===== src/rtl/vend_ctrl_multi.sv =====
// vend_ctrl_multi: multi-product vending controller with credit, per-item stock and handshaked change return
module vend_ctrl_multi #(
  parameter int NUM_ITEMS  = 4,
  parameter int PRICE_W    = 8,
  parameter int COIN_W     = 4,
  parameter int MAX_CREDIT = 200,
  parameter int STOCK_W    = 4,
  parameter int INIT_STOCK = 2,
  localparam int IW = (NUM_ITEMS > 1) ? $clog2(NUM_ITEMS) : 1
) (
  input  logic                           clk,
  input  logic                           rst,
  input  logic                           coin_valid,
  input  logic [COIN_W-1:0]              coin_val,
  input  logic                           sel_valid,
  input  logic [IW-1:0]                  sel_item,
  input  logic                           cancel,
  input  logic [NUM_ITEMS*PRICE_W-1:0]   price_tbl,
  input  logic                           restock_valid,
  input  logic [IW-1:0]                  restock_item,
  input  logic [STOCK_W-1:0]             restock_qty,
  input  logic                           chg_ready,
  output logic [PRICE_W-1:0]             credit,
  output logic                           vend_valid,
  output logic [IW-1:0]                  vend_item,
  output logic                           chg_valid,
  output logic [1:0]                     chg_coin,
  output logic                           coin_reject,
  output logic                           err_soldout,
  output logic                           err_funds,
  output logic                           busy
);
  localparam logic [1:0] IDLE   = 2'd0;
  localparam logic [1:0] CREDIT = 2'd1;
  localparam logic [1:0] VEND   = 2'd2;
  localparam logic [1:0] CHANGE = 2'd3;

  logic [1:0]         state_q, state_d;
  logic [PRICE_W-1:0] credit_q, credit_d;
  logic               vend_valid_q, vend_valid_d;
  logic [IW-1:0]      vend_item_q, vend_item_d;
  logic               chg_valid_q, chg_valid_d;
  logic [1:0]         chg_coin_q, chg_coin_d;
  logic               coin_reject_q, coin_reject_d;
  logic               err_soldout_q, err_soldout_d;
  logic               err_funds_q, err_funds_d;
  logic               busy_q, busy_d;
  logic [STOCK_W-1:0] stock_q [NUM_ITEMS];
  logic [STOCK_W-1:0] stock_d [NUM_ITEMS];
  logic [STOCK_W:0]   stock_sum [NUM_ITEMS];
  logic [PRICE_W-1:0] price, chg_amt;
  logic [STOCK_W-1:0] sel_stock;
  logic [PRICE_W:0]   coin_sum;
  logic               dec;

  assign coin_sum = {1'b0, credit_q} + (PRICE_W+1)'(coin_val);
  assign chg_amt  = (credit_q >= PRICE_W'(2)) ? PRICE_W'(2) : PRICE_W'(1);

  // look up price and stock of the selected item; an out-of-range index reads stock 0 and so reports soldout
  always_comb begin
    price     = '0;
    sel_stock = '0;
    for (int i = 0; i < NUM_ITEMS; i++) begin
      if (sel_item == IW'(i)) begin
        price     = price_tbl[i*PRICE_W +: PRICE_W];
        sel_stock = stock_q[i];
      end
    end
  end

  // FSM: cancel beats selection beats coin while taking credit; busy states reject every coin
  always_comb begin
    state_d       = state_q;
    credit_d      = credit_q;
    vend_valid_d  = 1'b0;
    vend_item_d   = '0;
    coin_reject_d = 1'b0;
    err_soldout_d = 1'b0;
    err_funds_d   = 1'b0;
    dec           = 1'b0;
    case (state_q)
      IDLE, CREDIT: begin
        if (cancel && state_q == CREDIT) begin
          state_d       = CHANGE;
          coin_reject_d = coin_valid;
        end else if (sel_valid) begin
          coin_reject_d = coin_valid;
          if (sel_stock == '0) err_soldout_d = 1'b1;
          else if (credit_q < price) err_funds_d = 1'b1;
          else begin
            credit_d     = credit_q - price;
            dec          = 1'b1;
            state_d      = VEND;
            vend_valid_d = 1'b1;
            vend_item_d  = sel_item;
          end
        end else if (coin_valid && coin_val != '0) begin
          if (coin_sum > (PRICE_W+1)'(MAX_CREDIT)) coin_reject_d = 1'b1;
          else begin
            credit_d = coin_sum[PRICE_W-1:0];
            state_d  = CREDIT;
          end
        end
      end
      VEND: begin
        state_d       = (credit_q != '0) ? CHANGE : IDLE;
        coin_reject_d = coin_valid;
      end
      default: begin
        coin_reject_d = coin_valid;
        if (chg_valid_q && chg_ready) begin
          credit_d = credit_q - chg_amt;
          state_d  = (credit_q == chg_amt) ? IDLE : CHANGE;
        end
      end
    endcase
    chg_valid_d = state_d == CHANGE;
    chg_coin_d  = (state_d == CHANGE) ? ((credit_d >= PRICE_W'(2)) ? 2'b10 : 2'b01) : 2'b00;
    busy_d      = state_d == VEND || state_d == CHANGE;
  end

  // stock update: vend decrement and restock add combine, saturating at all-ones
  always_comb begin
    for (int i = 0; i < NUM_ITEMS; i++) begin
      stock_sum[i] = {1'b0, stock_q[i]} - (STOCK_W+1)'(dec && sel_item == IW'(i))
                   + ((restock_valid && restock_item == IW'(i)) ? {1'b0, restock_qty} : '0);
      stock_d[i]   = stock_sum[i][STOCK_W] ? '1 : stock_sum[i][STOCK_W-1:0];
    end
  end

  // state and registered outputs; reset abandons any vend or change in progress
  always_ff @(posedge clk) begin
    if (rst) begin
      state_q       <= IDLE;
      credit_q      <= '0;
      vend_valid_q  <= 1'b0;
      vend_item_q   <= '0;
      chg_valid_q   <= 1'b0;
      chg_coin_q    <= 2'b00;
      coin_reject_q <= 1'b0;
      err_soldout_q <= 1'b0;
      err_funds_q   <= 1'b0;
      busy_q        <= 1'b0;
      stock_q       <= '{default: STOCK_W'(INIT_STOCK)};
    end else begin
      state_q       <= state_d;
      credit_q      <= credit_d;
      vend_valid_q  <= vend_valid_d;
      vend_item_q   <= vend_item_d;
      chg_valid_q   <= chg_valid_d;
      chg_coin_q    <= chg_coin_d;
      coin_reject_q <= coin_reject_d;
      err_soldout_q <= err_soldout_d;
      err_funds_q   <= err_funds_d;
      busy_q        <= busy_d;
      stock_q       <= stock_d;
    end
  end

  assign credit      = credit_q;
  assign vend_valid  = vend_valid_q;
  assign vend_item   = vend_item_q;
  assign chg_valid   = chg_valid_q;
  assign chg_coin    = chg_coin_q;
  assign coin_reject = coin_reject_q;
  assign err_soldout = err_soldout_q;
  assign err_funds   = err_funds_q;
  assign busy        = busy_q;
endmodule

===== config.mk =====
export PLATFORM = sky130hd
export DESIGN_NAME = vend_ctrl_multi
export DESIGN_NICKNAME = d
export VERILOG_FILES = /design/src/rtl/vend_ctrl_multi.sv
export SDC_FILE = /design/constraint.sdc
export NUM_CORES = 1
export LEC_CHECK = 0
export CORE_AREA = 2 2 117 62
export DETAILED_ROUTE_END_ITERATION = 8
export DIE_AREA = 0 0 119 64
export PLACE_DENSITY = 0.94
export SLEW_MARGIN = 20
export SYNTH_ARGS = -nofsm -noshare
export SYNTH_HDL_FRONTEND = slang
export SYNTH_SLANG_ARGS = --single-unit

===== constraint.sdc =====
create_clock -name clk -period 9.8 [get_ports clk]
set_input_delay 2.45 -clock clk [delete_from_list [all_inputs] [get_ports clk]]
set_output_delay 2.45 -clock clk [all_outputs]
set_load 0.02 [all_outputs]

# Word level (Yosys, flattened, before mapping)
# Index checks and enable logic that the tools add are counted.
# op_classes
n_lt_le_gt_ge	4
add_sub_neg	11
n_reduce_logical	27
mux	48
bitwise	3
n_eq_ne	11
# op_table
cell	n
$mux 8	11
$mux 4	12
$mux 2	11
$add 5x4->5	4
$sub 4x1->5	4
$ge 8x2->1 const B	2
$pmux 8 s2	1
$eq 2x2->1 const B	7
$mux 1	12
$reduce_or 2->1	6
$logic_and 1x1->1	11
$add 8x4->9	1
$gt 9x8->1 const B	1
$eq 8x2->1	1
$lt 8x8->1	1
$reduce_bool 8->1	1
$sub 8x2->8	1
$sub 8x8->8	1
$eq 2x1->1 const B	3
$logic_not 2->1	3
$reduce_or 6->1	1
$reduce_or 5->1	1
$logic_not 4->1	1
$pmux 2 s2	1
other kinds (4)	6
# word_totals
reg_bits	36

# Longest topological paths before layout
# depth
ltp_word	15
ltp_mapped	21

# Least setup slack after synthesis
# OpenSTA, ideal clock, no wires.
# synth_path
path_type	input -> register
start	input sel_item[0]
end	register stock_q[8] (netlist bit)
setup_time_ps	132
t_arrival_ps	6394
setup_slack_ps	3274
path_stages	21
cell_sequence	buf_1 > mux4_2 > ha_1 > inv_1 > fa_1 > a211oi_1 > nor2_1 > o22ai_2 > nor2_2 > nand2_1 > nor3b_1 > ha_1 > inv_1 > ha_1 > inv_1 > fa_1 > inv_1 > a21o_1 > a21oi_1 > xor2_1 > a21oi_1
# synth_between
elab_chain_len	15
elab_cells_between_ends	23
classes_between	add/sub: 2; order compare: 1; eq/ne: 3; mux: 14; reduce/logical: 3
# synth_lines
element	line	source
from (decl)	16	input logic [IW-1:0] sel_item,
$logic_not 2->1	64	if (sel_item == IW'(i)) begin
$mux 8 (4 in a row)	64	
$lt 8x8->1	89	else if (credit_q < price) err_funds_d = 1'b1;
$mux 1	89	
$mux 1	88	if (sel_stock == '0) err_soldout_d = 1'b1;
$mux 1	86	end else if (sel_valid) begin
$mux 1	83	if (cancel && state_q == CREDIT) begin
$mux 1	--	
$logic_and 1x1->1 (*)	125	stock_sum[i] = {1'b0, stock_q[i]} - (STOCK_W+1)'(dec && sel_item == IW'(i))
$sub 4x1->5 (*)	125	
$add 5x4->5 (*)	126	+ ((restock_valid && restock_item == IW'(i)) ? {1'b0, restock_qty} : '0);
$mux 4 (*)	127	stock_d[i] = stock_sum[i][STOCK_W] ? '1 : stock_sum[i][STOCK_W-1:0];
to (signal assigned)	156	stock_q <= stock_d;
to (decl)	48	logic [STOCK_W-1:0] stock_q [NUM_ITEMS];
# Mark *: on every way between the ends. The rest lies on a longest branch, timed or not.
# A chain may end at the register's enable or synchronous reset.

# Final worst setup path
# layout_path
start	input sel_item[0]
end	register stock_q[9] (netlist bit)
# layout_between
elab_chain_len	15
elab_cells_between_ends	23
classes_between	add/sub: 2; order compare: 1; eq/ne: 3; mux: 13; reduce/logical: 4
# layout_lines
element	line
$logic_not 2->1	64
$mux 8 (4 in a row)	64
$lt 8x8->1	89
$mux 1	89
$mux 1	88
$mux 1	86
$mux 1	83
$mux 1	--
$logic_and 1x1->1 (*)	125
$sub 4x1->5 (*)	125
$add 5x4->5 (*)	126
$reduce_or 2->1 (no line)	--
# Marked as above.

==> metrics.md <==
| Metric | Value |
|---|---|
| Startpoint Class | `input port` |
| Die Ht | `64 um` |
| Most frequent cell after synthesis | `inv_1` |
| Gpl congestion | `0.854` |
| Number of synthesized flops with an enable pin | `0` |
| Crit Path Max Fanout | `14` |
| Clk slew on worst S/H paths | `0.06 ns` |
| Post-synthesis register bit count | `35` |
| DPL Wire Length | `7300 um` |
| Distinct cells, synth | `61` |
| Portion of total power attributed to the clock network | `20.5%` |
| Synthesized instance count | `439` |
| DRT iter0 DRCs | `256` |
| Async set-reset flop share out of synthesis | `0%` |
| Worst path cell trace | `clkdlybuf4s50_1 > mux4_2 > ha_1 > inv_1 > fa_1 > a211oi_1 > nor2_1 > o22ai_2 > nor2_2 > nand2_1 > nor3b_1 > ha_1 > inv_1 > ha_1 > inv_1 > fa_1 > inv_1 > a21o_1 > a21oi_1 > xor2_1 > nand3b_1` |
| Die Span X | `119 um` |
| Yosys top cell by area | `dfxtp_1` |
| Switching Share | `41.7%` |
| Nets | `606` |
| Final WL | `9830 um` |
| Status | `completed` |
| DR vias | `3,533` |
| TritonCTS clock tree | `built` |
| Reg power frac | `26.3%` |
| Setup TNS | `0 ns` |
| Fmax | `135 MHz` |
| Net switching power | `0.324 mW` |
| Initial antenna violation count | `0` |
| Antenna-violating nets left | `0` |
| GR Overflow Total | `0` |
| 1st-pass router iterations | `5` |
| Cell mode on critical path | `inv_1` |
| Global Route Usage Sum | `26.4%` |
| Boundary pin count | `69` |
| Rel. slew slack | `43.7%` |
| First-pass GRT wire length | `16,000 um` |
| Setup violations, final | `0` |
| Layout cell share with drive strength beyond 1 | `6.36%` |
| Postcts setup bufs | `0` |
| Hold Path Class | `reg2reg` |
| Post-layout min period | `7.40 ns` |
| Crit path max-delay family | `simple AND/OR/NAND/NOR gates` |
| Slew @ Worst Pin | `0.836 ns` |
| Yosys top cell area share | `19.7%` |
| Post-Syn Nets | `543` |
| Row cnt | `21` |
| WP data arrival | `7.55 ns` |
| Clock latency at the later pin of the worst-skew pair | `0.29 ns` |
| WP data required | `9.95 ns` |
| Inserted Clock Buffers | `5` |
| Unrepaired setup endpoints after global routing | `false` |
| IO buf count | `68` |
| Vias in the first global route | `3,444` |
| Synth Flop Type | `dfxtp_1` |
| Synth top cells by count | `66 x inv_1, 46 x ha_1, 40 x nand2_1, 35 x dfxtp_1, 32 x a21oi_1` |
| DIE AREA | `0.00762 sq mm` |
| Mapped cell area | `0.00356 sq mm` |
| Post-CTS sizing | `0` |
| Endpoint class of the critical path | `register` |
| Worst path bufs/invs | `5` |
| Maximum vdd ir drop | `0.112 mV` |
| DRC | `0` |
| Leakage Power | `2.03 nW` |
| Max Cap Violations | `0` |
| Largest net degree at the start of global routing | `32` |
| Root Driver | `clkbuf_16` |
| # clock sinks | `35` |
| Pwr dens | `175 mW/mm^2` |
| Core Box Area | `0.00654 sq mm` |
| Fin. max-slew vios | `0` |
| Final Hold Fails | `0` |
| Synth warn | `0` |
| Hold-fix buffers at CTS | `0` |
| CTS max path bufs | `2` |
| Initial core utilization | `54.4%` |
| Period Utilization, post-route | `75.5%` |
| Drt via density | `5.94` |
| Avg WL per Cell | `16.5 um` |
| Clock Skew | `0.00493 ns` |
| PnR Total Power | `0.777 mW` |
| Synth-to-Final Area Change | `25.0%` |
| Sequential area share after synthesis | `19.7%` |
| Peak per-stage delay on the critical path | `0.93 ns` |
| ANT cells | `0` |
| H-tree levels | `2` |
| Synth Area per Inst | `8.11 sq um` |
| Critical-path top delay cell | `clkdlybuf4s50_1` |
| Synth top area cells | `dfxtp_1 20%, ha_1 16%, inv_1 7.0%, mux4_2 5.1%, a21oi_1 4.5%` |
| P_int | `0.453 mW` |
| Critical path type | `in2reg` |
| Power share of the combinational group | `53.2%` |
[logic make-up (layout without fill, tap and decap cells)]
kind of cell / Yosys count / after routing / share of synthesized area [%]
compound gates: 111 / 111 / 22.4
xor+xnor: 19 / 19 / 4.67
fa+ha+maj: 53 / 53 / 20.1
buf+inv: 79 / 143 / 8.54
flops: 35 / 35 / 19.7
mux: 14 / 14 / 6.78
simple gates: 128 / 128 / 17.9
[cells in the final DEF, fill, tap and decap left out, types with 4 or more instances in the layout]
cell             netlist  final
clkdlybuf4s50_1        0     68
inv_1                 66     66
ha_1                  46     46
nand2_1               40     40
dfxtp_1               35     35
a21oi_1               32     32
nor2_1                27     27
o21ai_0               14     14
xor2_1                12     12
a21o_1                10     10
nor3_1                 9      9
mux4_2                 8      8
nor4_1                 7      7
o21a_1                 7      7
xnor2_1                7      7
fa_1                   7      7
mux2i_1                5      5
nand4_1                5      5
nand3b_1               5      5
nand3_1                5      5
clkbuf_16              0      5
nand2b_1               4      4
a211oi_1               4      4
and3_1                 4      4
a31oi_1                4      4
a211o_1                4      4
o211ai_1               4      4
[final timing paths]
path | start | endpoint | slack, ns | cells after the start
max | sel_item[0] | stock_q[9]$_SDFF_PP1_ | 2.40 | 21
min | credit[0]$_SDFF_PP0_ | credit[0]$_SDFF_PP0_ | 0.62 | 2
max reg2reg | credit[0]$_SDFF_PP0_ | stock_q[9]$_SDFF_PP1_ | 5.51 | 20
min reg2reg | credit[0]$_SDFF_PP0_ | credit[0]$_SDFF_PP0_ | 0.62 | 2
[worst reg2reg max path: stages (launching register included)]
cell,delay [ns]
dfxtp_1,0.40
inv_1,0.14
ha_1,0.24
inv_1,0.07
fa_1,0.22
a211oi_1,0.11
nor2_1,0.27
o22ai_2,0.16
nor2_2,0.34
nand2_1,0.28
nor3b_1,0.29
ha_1,0.27
inv_1,0.06
ha_1,0.15
inv_1,0.06
fa_1,0.40
inv_1,0.08
a21o_1,0.11
a21oi_1,0.07
xor2_1,0.30
nand3b_1,0.14
[stage by stage]
stage          utilization (%)  worst slack [ns]  instances  cell area [sq um]  hold WS, ns
4_1_cts                   68.0              2.43        595               4450        0.630
6_report                  68.0              2.40        595               4450        0.620
5_1_grt                   68.0              1.97        595               4450        0.658
2_1_floorplan                -              3.27        439               3560        0.580
3_3_place_gp              65.8              2.50        587               4310        0.596
3_5_place_dp              65.8              2.19        587               4310        0.624
[state kept, by name, indices dropped and copies added, names as in the netlist]
register	count
stock_q	16
credit	8
chg_coin	2
state_q	2
vend_item	2
chg_valid	1
coin_reject	1
err_funds	1
err_soldout	1
vend_valid	1
[per-layer routing]
layer / vias up / part of all wire (%) / wire [um] / global-route usage (%)
met5: - / 0 / 0 / 0
met4: 0 / 3.2 / 312 / 11.3
met1: 1661 / 39 / 3860 / 29.3
li1: 1688 / - / - / -
met2: 154 / 50 / 4920 / 48.7
met3: 30 / 7.6 / 744 / 6.52
[layout make-up]
cell class                      count  area (sq um)
Sequential cell                    35           701
Tap cell                           92           115
Timing Repair Buffer               69           688
Multi-Input combinational cell    325          2550
Fill cell                         495          2090
Clock buffer                        6           129
Clock inverter                      2          12.5
Inverter                           66           248
[power groups by stage]
stage	sequential (mW)	clock [mW]	combinational [mW]
after floorplan	0.202	0	0.299
after global placement	0.204	0	0.382
after detailed placement	0.205	0	0.401
after CTS	0.203	0.160	0.409
after global routing	0.207	0.166	0.464
final	0.204	0.159	0.413
No activity file was read; power rests on OpenSTA's default activity.
